<file path="src/rtl/mips_pkg.sv">
// Shared definitions for the two-stage MIPS lab CPU: ALU operation codes,
// opcode/funct field values and the operand-source / write-back-select encodings.
// Imported by the execute-stage control decode, the ALU and the CPU top.
package mips_pkg;

    typedef enum logic [3:0] {
        AluAnd   = 4'd0,
        AluOr    = 4'd1,
        AluXor   = 4'd2,
        AluNor   = 4'd3,
        AluAdd   = 4'd4,
        AluSub   = 4'd5,
        AluMult  = 4'd6,
        AluMultu = 4'd7,
        AluSll   = 4'd8,
        AluSrl   = 4'd9,
        AluSra   = 4'd10,
        AluSlt   = 4'd11,
        AluSltu  = 4'd12
    } alu_op_e;

    // B operand source
    typedef enum logic [1:0] {
        SrcRt      = 2'b00,
        SrcSignImm = 2'b01,
        SrcZeroImm = 2'b10
    } alu_src_e;

    // Write-back source
    typedef enum logic [1:0] {
        RegSelAlu = 2'b00,
        RegSelHi  = 2'b01,
        RegSelLo  = 2'b10
    } regsel_e;

    // Opcodes
    localparam logic [5:0] OpRtype = 6'h00;
    localparam logic [5:0] OpAddi  = 6'h08;
    localparam logic [5:0] OpAddiu = 6'h09;
    localparam logic [5:0] OpSlti  = 6'h0A;
    localparam logic [5:0] OpSltiu = 6'h0B;
    localparam logic [5:0] OpAndi  = 6'h0C;
    localparam logic [5:0] OpOri   = 6'h0D;
    localparam logic [5:0] OpXori  = 6'h0E;
    localparam logic [5:0] OpLui   = 6'h0F;

    // R-type funct codes
    localparam logic [5:0] FnSll   = 6'h00;
    localparam logic [5:0] FnSrl   = 6'h02;
    localparam logic [5:0] FnSra   = 6'h03;
    localparam logic [5:0] FnMfhi  = 6'h10;
    localparam logic [5:0] FnMflo  = 6'h12;
    localparam logic [5:0] FnMult  = 6'h18;
    localparam logic [5:0] FnMultu = 6'h19;
    localparam logic [5:0] FnAdd   = 6'h20;
    localparam logic [5:0] FnAddu  = 6'h21;
    localparam logic [5:0] FnSub   = 6'h22;
    localparam logic [5:0] FnSubu  = 6'h23;
    localparam logic [5:0] FnAnd   = 6'h24;
    localparam logic [5:0] FnOr    = 6'h25;
    localparam logic [5:0] FnXor   = 6'h26;
    localparam logic [5:0] FnNor   = 6'h27;
    localparam logic [5:0] FnSlt   = 6'h2A;
    localparam logic [5:0] FnSltu  = 6'h2B;

    localparam logic [4:0] LuiShamt = 5'd16;

endpackage

</file>
<file path="src/rtl/mips_ctrl_decode.sv">
// Execute-stage control unit for the two-stage MIPS lab CPU.
// Combinational decode of opcode/shamt/funct into ALU op, operand source,
// write-back select, register-write and GPIO enables, plus a sticky
// illegal-instruction flag.
//
// Build option: CTRL_MULT_EN -- when defined, mult/multu/mfhi/mflo decode;
// otherwise those funct codes are unknown instructions and enhilo_EX is 0.
//
// Ports:
//   clk, rst            clock, asynchronous active-low reset (clears illegal)
//   i_type              opcode, instr[31:26]
//   shamt               instr[10:6]
//   function_code       instr[5:0]
//   stall_FETCH         current EX instruction is squashed
//   alu_op              ALU operation (mips_pkg::alu_op_e)
//   shamt_EX            shift amount to ALU
//   enhilo_EX           write HI/LO
//   regsel_EX           write-back source: 00 ALU lo, 01 HI, 10 LO
//   regwrite_EX         regfile write enable
//   rdrt_EX             destination select: 0 rd, 1 rt
//   memwrite_EX         data memory write (no stores, always 0)
//   alu_src_EX          B operand: 00 rt, 01 sign-ext imm, 10 zero-ext imm
//   GPIO_OUT, GPIO_IN   gpio_out write enable, write-back from gpio_in
//   illegal             sticky unknown-instruction flag
module mips_ctrl_decode
    import mips_pkg::*;
#(
    parameter logic [5:0] GPIO_IN_FUNCT  = 6'h3E,
    parameter logic [5:0] GPIO_OUT_FUNCT = 6'h3F
) (
    input  logic       clk,
    input  logic       rst,
    input  logic [5:0] i_type,
    input  logic [4:0] shamt,
    input  logic [5:0] function_code,
    input  logic       stall_FETCH,
    output logic [3:0] alu_op,
    output logic [4:0] shamt_EX,
    output logic       enhilo_EX,
    output logic [1:0] regsel_EX,
    output logic       regwrite_EX,
    output logic       rdrt_EX,
    output logic       memwrite_EX,
    output logic [1:0] alu_src_EX,
    output logic       GPIO_OUT,
    output logic       GPIO_IN,
    output logic       illegal
);

    alu_op_e  alu;
    alu_src_e src;
    regsel_e  regsel;
    logic     regwrite;
    logic     gpio_out;
    logic     gpio_in;
    logic     known;
    logic     illegal_q;
`ifdef CTRL_MULT_EN
    logic     enhilo;
`endif

    // Unknown encodings leave every field at its default, so no separate
    // clean-up pass is needed once known drops.
    always_comb begin
        alu      = AluAdd;
        shamt_EX = 5'd0;
        src      = SrcRt;
        regsel   = RegSelAlu;
        regwrite = 1'b0;
        rdrt_EX  = 1'b0;
        gpio_out = 1'b0;
        gpio_in  = 1'b0;
        known    = 1'b1;
`ifdef CTRL_MULT_EN
        enhilo   = 1'b0;
`endif
        if (i_type == OpRtype) begin
            // GPIO funct codes are parameters, so they are matched ahead of the case.
            if (function_code == GPIO_IN_FUNCT) begin
                gpio_in  = 1'b1;
                regwrite = 1'b1;
            end else if (function_code == GPIO_OUT_FUNCT) begin
                gpio_out = 1'b1;
            end else begin
                case (function_code)
                    FnAdd, FnAddu: begin alu = AluAdd;  regwrite = 1'b1; end
                    FnSub, FnSubu: begin alu = AluSub;  regwrite = 1'b1; end
                    FnAnd:         begin alu = AluAnd;  regwrite = 1'b1; end
                    FnOr:          begin alu = AluOr;   regwrite = 1'b1; end
                    FnXor:         begin alu = AluXor;  regwrite = 1'b1; end
                    FnNor:         begin alu = AluNor;  regwrite = 1'b1; end
                    FnSlt:         begin alu = AluSlt;  regwrite = 1'b1; end
                    FnSltu:        begin alu = AluSltu; regwrite = 1'b1; end
                    FnSll: begin
                        alu      = AluSll;
                        shamt_EX = shamt;
                        regwrite = 1'b1;
                    end
                    FnSrl: begin
                        alu      = AluSrl;
                        shamt_EX = shamt;
                        regwrite = 1'b1;
                    end
                    FnSra: begin
                        alu      = AluSra;
                        shamt_EX = shamt;
                        regwrite = 1'b1;
                    end
`ifdef CTRL_MULT_EN
                    FnMult:  begin alu = AluMult;  enhilo = 1'b1; end
                    FnMultu: begin alu = AluMultu; enhilo = 1'b1; end
                    FnMfhi:  begin regsel = RegSelHi; regwrite = 1'b1; end
                    FnMflo:  begin regsel = RegSelLo; regwrite = 1'b1; end
`endif
                    default: known = 1'b0;
                endcase
            end
        end else begin
            rdrt_EX  = 1'b1;
            regwrite = 1'b1;
            case (i_type)
                OpAddi, OpAddiu: begin alu = AluAdd;  src = SrcSignImm; end
                OpSlti:          begin alu = AluSlt;  src = SrcSignImm; end
                OpSltiu:         begin alu = AluSltu; src = SrcSignImm; end
                OpAndi:          begin alu = AluAnd;  src = SrcZeroImm; end
                OpOri:           begin alu = AluOr;   src = SrcZeroImm; end
                OpXori:          begin alu = AluXor;  src = SrcZeroImm; end
                OpLui: begin
                    // lui = imm << 16 on the zero-extended B operand
                    alu      = AluSll;
                    src      = SrcZeroImm;
                    shamt_EX = LuiShamt;
                end
                default: begin
                    known    = 1'b0;
                    rdrt_EX  = 1'b0;
                    regwrite = 1'b0;
                end
            endcase
        end
    end

    assign alu_op      = alu;
    assign alu_src_EX  = src;
    assign regsel_EX   = regsel;
    assign memwrite_EX = 1'b0;

    // A squashed instruction must not change architectural state.
    assign regwrite_EX = regwrite & ~stall_FETCH;
    assign GPIO_OUT    = gpio_out & ~stall_FETCH;
    assign GPIO_IN     = gpio_in & ~stall_FETCH;
`ifdef CTRL_MULT_EN
    assign enhilo_EX   = enhilo & ~stall_FETCH;
`else
    assign enhilo_EX   = 1'b0;
`endif

    always_ff @(posedge clk or negedge rst) begin
        if (!rst) begin
            illegal_q <= 1'b0;
        end else if (!known && !stall_FETCH) begin
            illegal_q <= 1'b1;
        end
    end

    assign illegal = illegal_q;

endmodule

</file>
<file path="config.mk">
export PLATFORM = sky130hd
export DESIGN_NAME = mips_ctrl_decode
export DESIGN_NICKNAME = d
export VERILOG_FILES = /design/src/rtl/mips_pkg.sv /design/src/rtl/mips_ctrl_decode.sv
export SDC_FILE = /design/constraint.sdc
export NUM_CORES = 1
export LEC_CHECK = 0
export CAP_MARGIN = 20
export CORE_MARGIN = 10
export CORE_UTILIZATION = 35
export CTS_BUF_LIST = sky130_fd_sc_hd__clkbuf_8
export DETAILED_ROUTE_END_ITERATION = 8
export GPL_TIMING_DRIVEN = 0
export PLACE_DENSITY_LB_ADDON = 0.25
export SKIP_CTS_REPAIR_TIMING = 1
export SLEW_MARGIN = 15
export SYNTH_ARGS = -nofsm -noshare
export SYNTH_HDL_FRONTEND = slang
export SYNTH_SLANG_ARGS = --single-unit
</file>
<file path="constraint.sdc">
create_clock -name clk -period 4.1 [get_ports clk]
set_clock_uncertainty 0.05 [all_clocks]
set_input_delay 1.025 -clock clk [delete_from_list [all_inputs] [get_ports clk]]
set_output_delay 1.025 -clock clk [all_outputs]
set_load 0.05 [all_outputs]
</file>
# Word level (Yosys, flattened, before mapping)
# Cells that the tools add are included.
[totals] mem_bits_ro=0 elab_cells=64 memories=0 mem_bits_rw=0 output_inout_bits=20 ff_bits=1 latchBits=0 input_bits=20
[op_classes] n_addsub=0 reduce_logical=11 mul=0 mux=26 n_eq_ne=22 div_mod_pow=0 n_lt_le_gt_ge=0 shift=0 bitwise_logic=4
[op_table] cell="equality test 6 bit, second input constant" n=12
[op_table] cell="equality test 6 x 4 -> 1 bit, second input constant" n=8
[op_table] cell="case mux 4 bit (10 select lines)" n=1
[op_table] cell="2-to-1 mux 5 bit" n=5
[op_table] cell="case mux 4 bit (6 select lines)" n=1
[op_table] cell="2-to-1 mux 1 bit" n=14
[op_table] cell="OR reduction 13 bit" n=1
[op_table] cell="equality test 6 x 2 -> 1 bit, second input constant" n=2
[op_table] cell="zero test 6 bit" n=2
[op_table] cell="2-to-1 mux 4 bit" n=3
[op_table] cell="OR reduction 4 bit" n=2
[op_table] cell="OR reduction 8 bit" n=1
[op_table] cell="case mux 2 bit (2 select lines)" n=1
[op_table] cell="AND 1 bit" n=3
[op_table] cell="OR reduction 3 bit" n=1
[op_table] cell="zero test 1 bit" n=2
[op_table] cell="2-to-1 mux 2 bit" n=1
[op_table] cell="OR reduction 2 bit" n=1
[op_table] cell="logical AND 1 bit" n=1
[op_table] cell="inverter 1 bit" n=1

# Depth between registers and ports, before layout
[logic_depth] word_depth=8 ltp_mapped=5 mapped_depth_nobuf=4

# Worst setup path before layout
# Ideal clock, no wire load.
[synth_timing] path_type="input to output" from="in function_code[3]" to="out GPIO_OUT" n_path_buf=1 arrival_ps=2970 stages=3 slack_ps=55 required_time_ps=3025 path_cell_list="clkbuf_1 nand4_1 nor4_1"
[synth_between] elab_chain_cells=5 word_cells_on_any_way=6 classes_between="2 x eq/ne; 3 x mux; 1 x bitwise"
[synth_rtl] item="start, declared" line_no="mips_ctrl_decode.sv:35" rtl="input logic [5:0] function_code,"
[synth_rtl] item="equality test 6 bit" line_no="mips_ctrl_decode.sv:82" rtl="end else if (function_code == GPIO_OUT_FUNCT) begin"
[synth_rtl] item="2-to-1 mux 1 bit" line_no="mips_ctrl_decode.sv:82"
[synth_rtl] item="2-to-1 mux 1 bit *" line_no="mips_ctrl_decode.sv:79" rtl="if (function_code == GPIO_IN_FUNCT) begin"
[synth_rtl] item="2-to-1 mux 1 bit *" line_no="mips_ctrl_decode.sv:77" rtl="if (i_type == OpRtype) begin"
[synth_rtl] item="AND 1 bit *" line_no="mips_ctrl_decode.sv:150" rtl="assign GPIO_OUT = gpio_out & ~stall_FETCH;"
[synth_rtl] item="end, declared" line_no="mips_ctrl_decode.sv:45" rtl="output logic GPIO_OUT,"
# Every way passes the cells marked *; elsewhere a longest branch is shown, timed or not.

# Worst setup path in the final report
[layout_timing] from="in function_code[3]" to="out alu_op[2]"
[layout_between] elab_chain_cells=6 word_cells_on_any_way=18 classes_between="12 x eq/ne; 4 x mux; 2 x reduce/logical"
[layout_rtl] item="equality test 6 bit" line_no="mips_ctrl_decode.sv:85" rtl="case (function_code)"
[layout_rtl] item="OR reduction 2 bit"
[layout_rtl] item="case mux 4 bit (10 select lines)" line_no="mips_ctrl_decode.sv:85"
[layout_rtl] item="2-to-1 mux 4 bit" line_no="mips_ctrl_decode.sv:82"
[layout_rtl] item="2-to-1 mux 4 bit *" line_no="mips_ctrl_decode.sv:79"
[layout_rtl] item="2-to-1 mux 4 bit *" line_no="mips_ctrl_decode.sv:77"
[layout_rtl] item="end, declared" line_no="mips_ctrl_decode.sv:37" rtl="output logic [3:0] alu_op,"
# Marks and branches as above.

==> results.tsv <==
metric	value	unit
antenna_found_initial	0	
drv_cap	0	
start_util	36.9	%
synth_area_per_cell	6.41	sq um
setup_slack	0.181	ns
relSlewSlack	65.6	%
period_needed	3.92	ns
overflow	0	
setup_viol	0	
synthArstFlopShare	100	%
yosys.area.top_type	a21oi_1	
crit_family	buffers and inverters	
pre_cts_slack	-0.343	ns
synth_seq_cells	1	
clk_latency	0	ns
final_design_area_no_fill	815	sq um
cp_slowest_stage_delay	0.47	ns
io_buffers	34	
viasPerCell	5.17	
rsz0062_at_grt	no	
grt_pass1_wl	2740	um
track_usage	9.50	%
yosysWarnings	0	
ir_drop	0.0653	mV
tns	0	ns
ys_top_cells_by_count	9 x nor2_1, 7 x a21oi_1, 5 x inv_1, 5 x nand2_1	
post-place-cells	126	
synthDistinctLibCells	34	
clkTransAtPathRegs	0	ns
routed_wl	1700	um
fillCellCount	134	
hold_path_class	reg2reg	
dr.first_iter.drc_count	12	
required	3.02	ns
power-per-cell-area	99.0	nW/um^2
drive_gt1_share	18.0	%
seq_area_frac_synth	5.28	%
cp.arrival	2.84	ns
die_w	56.8	um
crit_fanout	10	
grt_start_max_net_pins	11	
synth_flop_cell	dfrtp_1	
timing.final.crit_share	95.6	%
fp.dieH	56.8	um
rows	13	
synth.most_common_cell	nor2_1	
top_level_ports	40	
leakagePower	0.000407	uW
fin_cells	126	
postSynthCellCount	74	
first_pass_iters	4	
crit_path_end_kind	primary output	
vias	651	
whs	0.423	ns
ant_nets	0	
synthDominantCellAreaShare	7.39	%
wl_per_cell	13.5	um
synth_area	474	sq um
crit_chain	clkdlybuf4s50_1 > clkbuf_1 > nor2_1 > a32oi_1 > o21ai_0 > a21oi_1 > dlymetal6s2s_1	
crit_buf_inv	3	
hold_violations	0	
synth_edf_count	0	
layout.nets	133	
hpwl	1470	um
die_area	3230	sq um
antenna_cells	0	
placed_area	845	sq um
cpMaxStageDelayCell	clkdlybuf4s50_1	
cp-start-kind	primary input	
largest_reg_flops	1	
outcome	finished clean	
gp_congestion	0.833	
grt_pass1_vias	619	
drc	0	
ys_top_cells_by_area	a21oi_1 7.4%, nor2_1 7.1%, buf_4 6.3%	
syn_to_final_growth	71.8	%
core	1280	sq um
clock.fmax	255	MHz
worst_slew_pin_slew	0.515	ns
crit_type	in2out	
slew_violations	0	
[cell type report]
type	count	area (sq um)	area share, %
well taps	15	18.8	2.30
multi-input cells	64	398	48.8
repair buffers	34	310	38.1
flip-flops and latches	1	25.0	3.07
inverters	5	18.8	2.30
plain buffers	7	43.8	5.38
[placed cells by master (no fill, tap or decap), drive strengths merged, types with 2 or more instances in the layout]
master and count:
a21oi 7, and2 4, and3 2, buf 6
clkbuf 9, clkdlybuf4s50 22, conb 4, dlymetal6s2s 4
inv 5, nand2 5, nand2b 3, nand3b 3
nor2 10, nor3 4, nor4 3, o21ai 3
o22ai 2, o2bb2ai 2, o31ai 2
[layer usage]
| metal | part of all wire (%) | vias to the layer above | track usage, % |
|---|---|---|---|
| li1 | - | 342 | - |
| met1 | 46 | 284 | 11.5 |
| met4 | 0 | 0 | 0 |
| met5 | 0 | - | 0 |
| met2 | 44 | 25 | 17.1 |
| met3 | 9.8 | 0 | 2.47 |
[path summary, 6_finish.rpt]
| check | endpoint | slack (ns) | from | cells after the start |
|---|---|---|---|---|
| max in group asynchronous | illegal$_DFFE_PN0P_ | 2.78 | rst | 1 |
| worst min register to register | illegal$_DFFE_PN0P_ | 0.42 | illegal$_DFFE_PN0P_ | 2 |
| worst max register to register | illegal$_DFFE_PN0P_ | 3.35 | illegal$_DFFE_PN0P_ | 2 |
| worst min-delay path | illegal$_DFFE_PN0P_ | 0.42 | illegal$_DFFE_PN0P_ | 2 |
| min in group asynchronous | illegal$_DFFE_PN0P_ | 1.13 | rst | 1 |
| worst max-delay path | alu_op[2] | 0.18 | function_code[3] | 7 |
[worst reg2reg max path, stage by stage, from the launching register on]
cell and delay (ns):
dfrtp_1 0.36, a21oi_1 0.12, o41ai_1 0.09
[cells by family after synthesis]
logic type	after synthesis	share of synthesized area (%)
buf+inv	12	13.2
other cells	1	0.791
simple gates	37	47.2
flops	1	5.28
compound gates	23	33.5
[report_power, final]
| group | switching [uW] | internal, uW |
|---|---|---|
| clock network | 0 | 0 |
| registers | 0.00000000000955 | 10.0 |
| logic | 40.6 | 30.0 |
| total | 40.6 | 40.1 |
[per-stage QoR]
step / power, uW / util (%)
5_1_grt: 85.6 / 63.4
6_report: 80.6 / 63.4
4_1_cts: 81.0 / 65.7
2_1_floorplan: 50.0 / -
3_3_place_gp: 80.2 / 65.7
3_5_place_dp: 80.7 / 65.7
No activity file was read; power rests on OpenSTA's default activity.
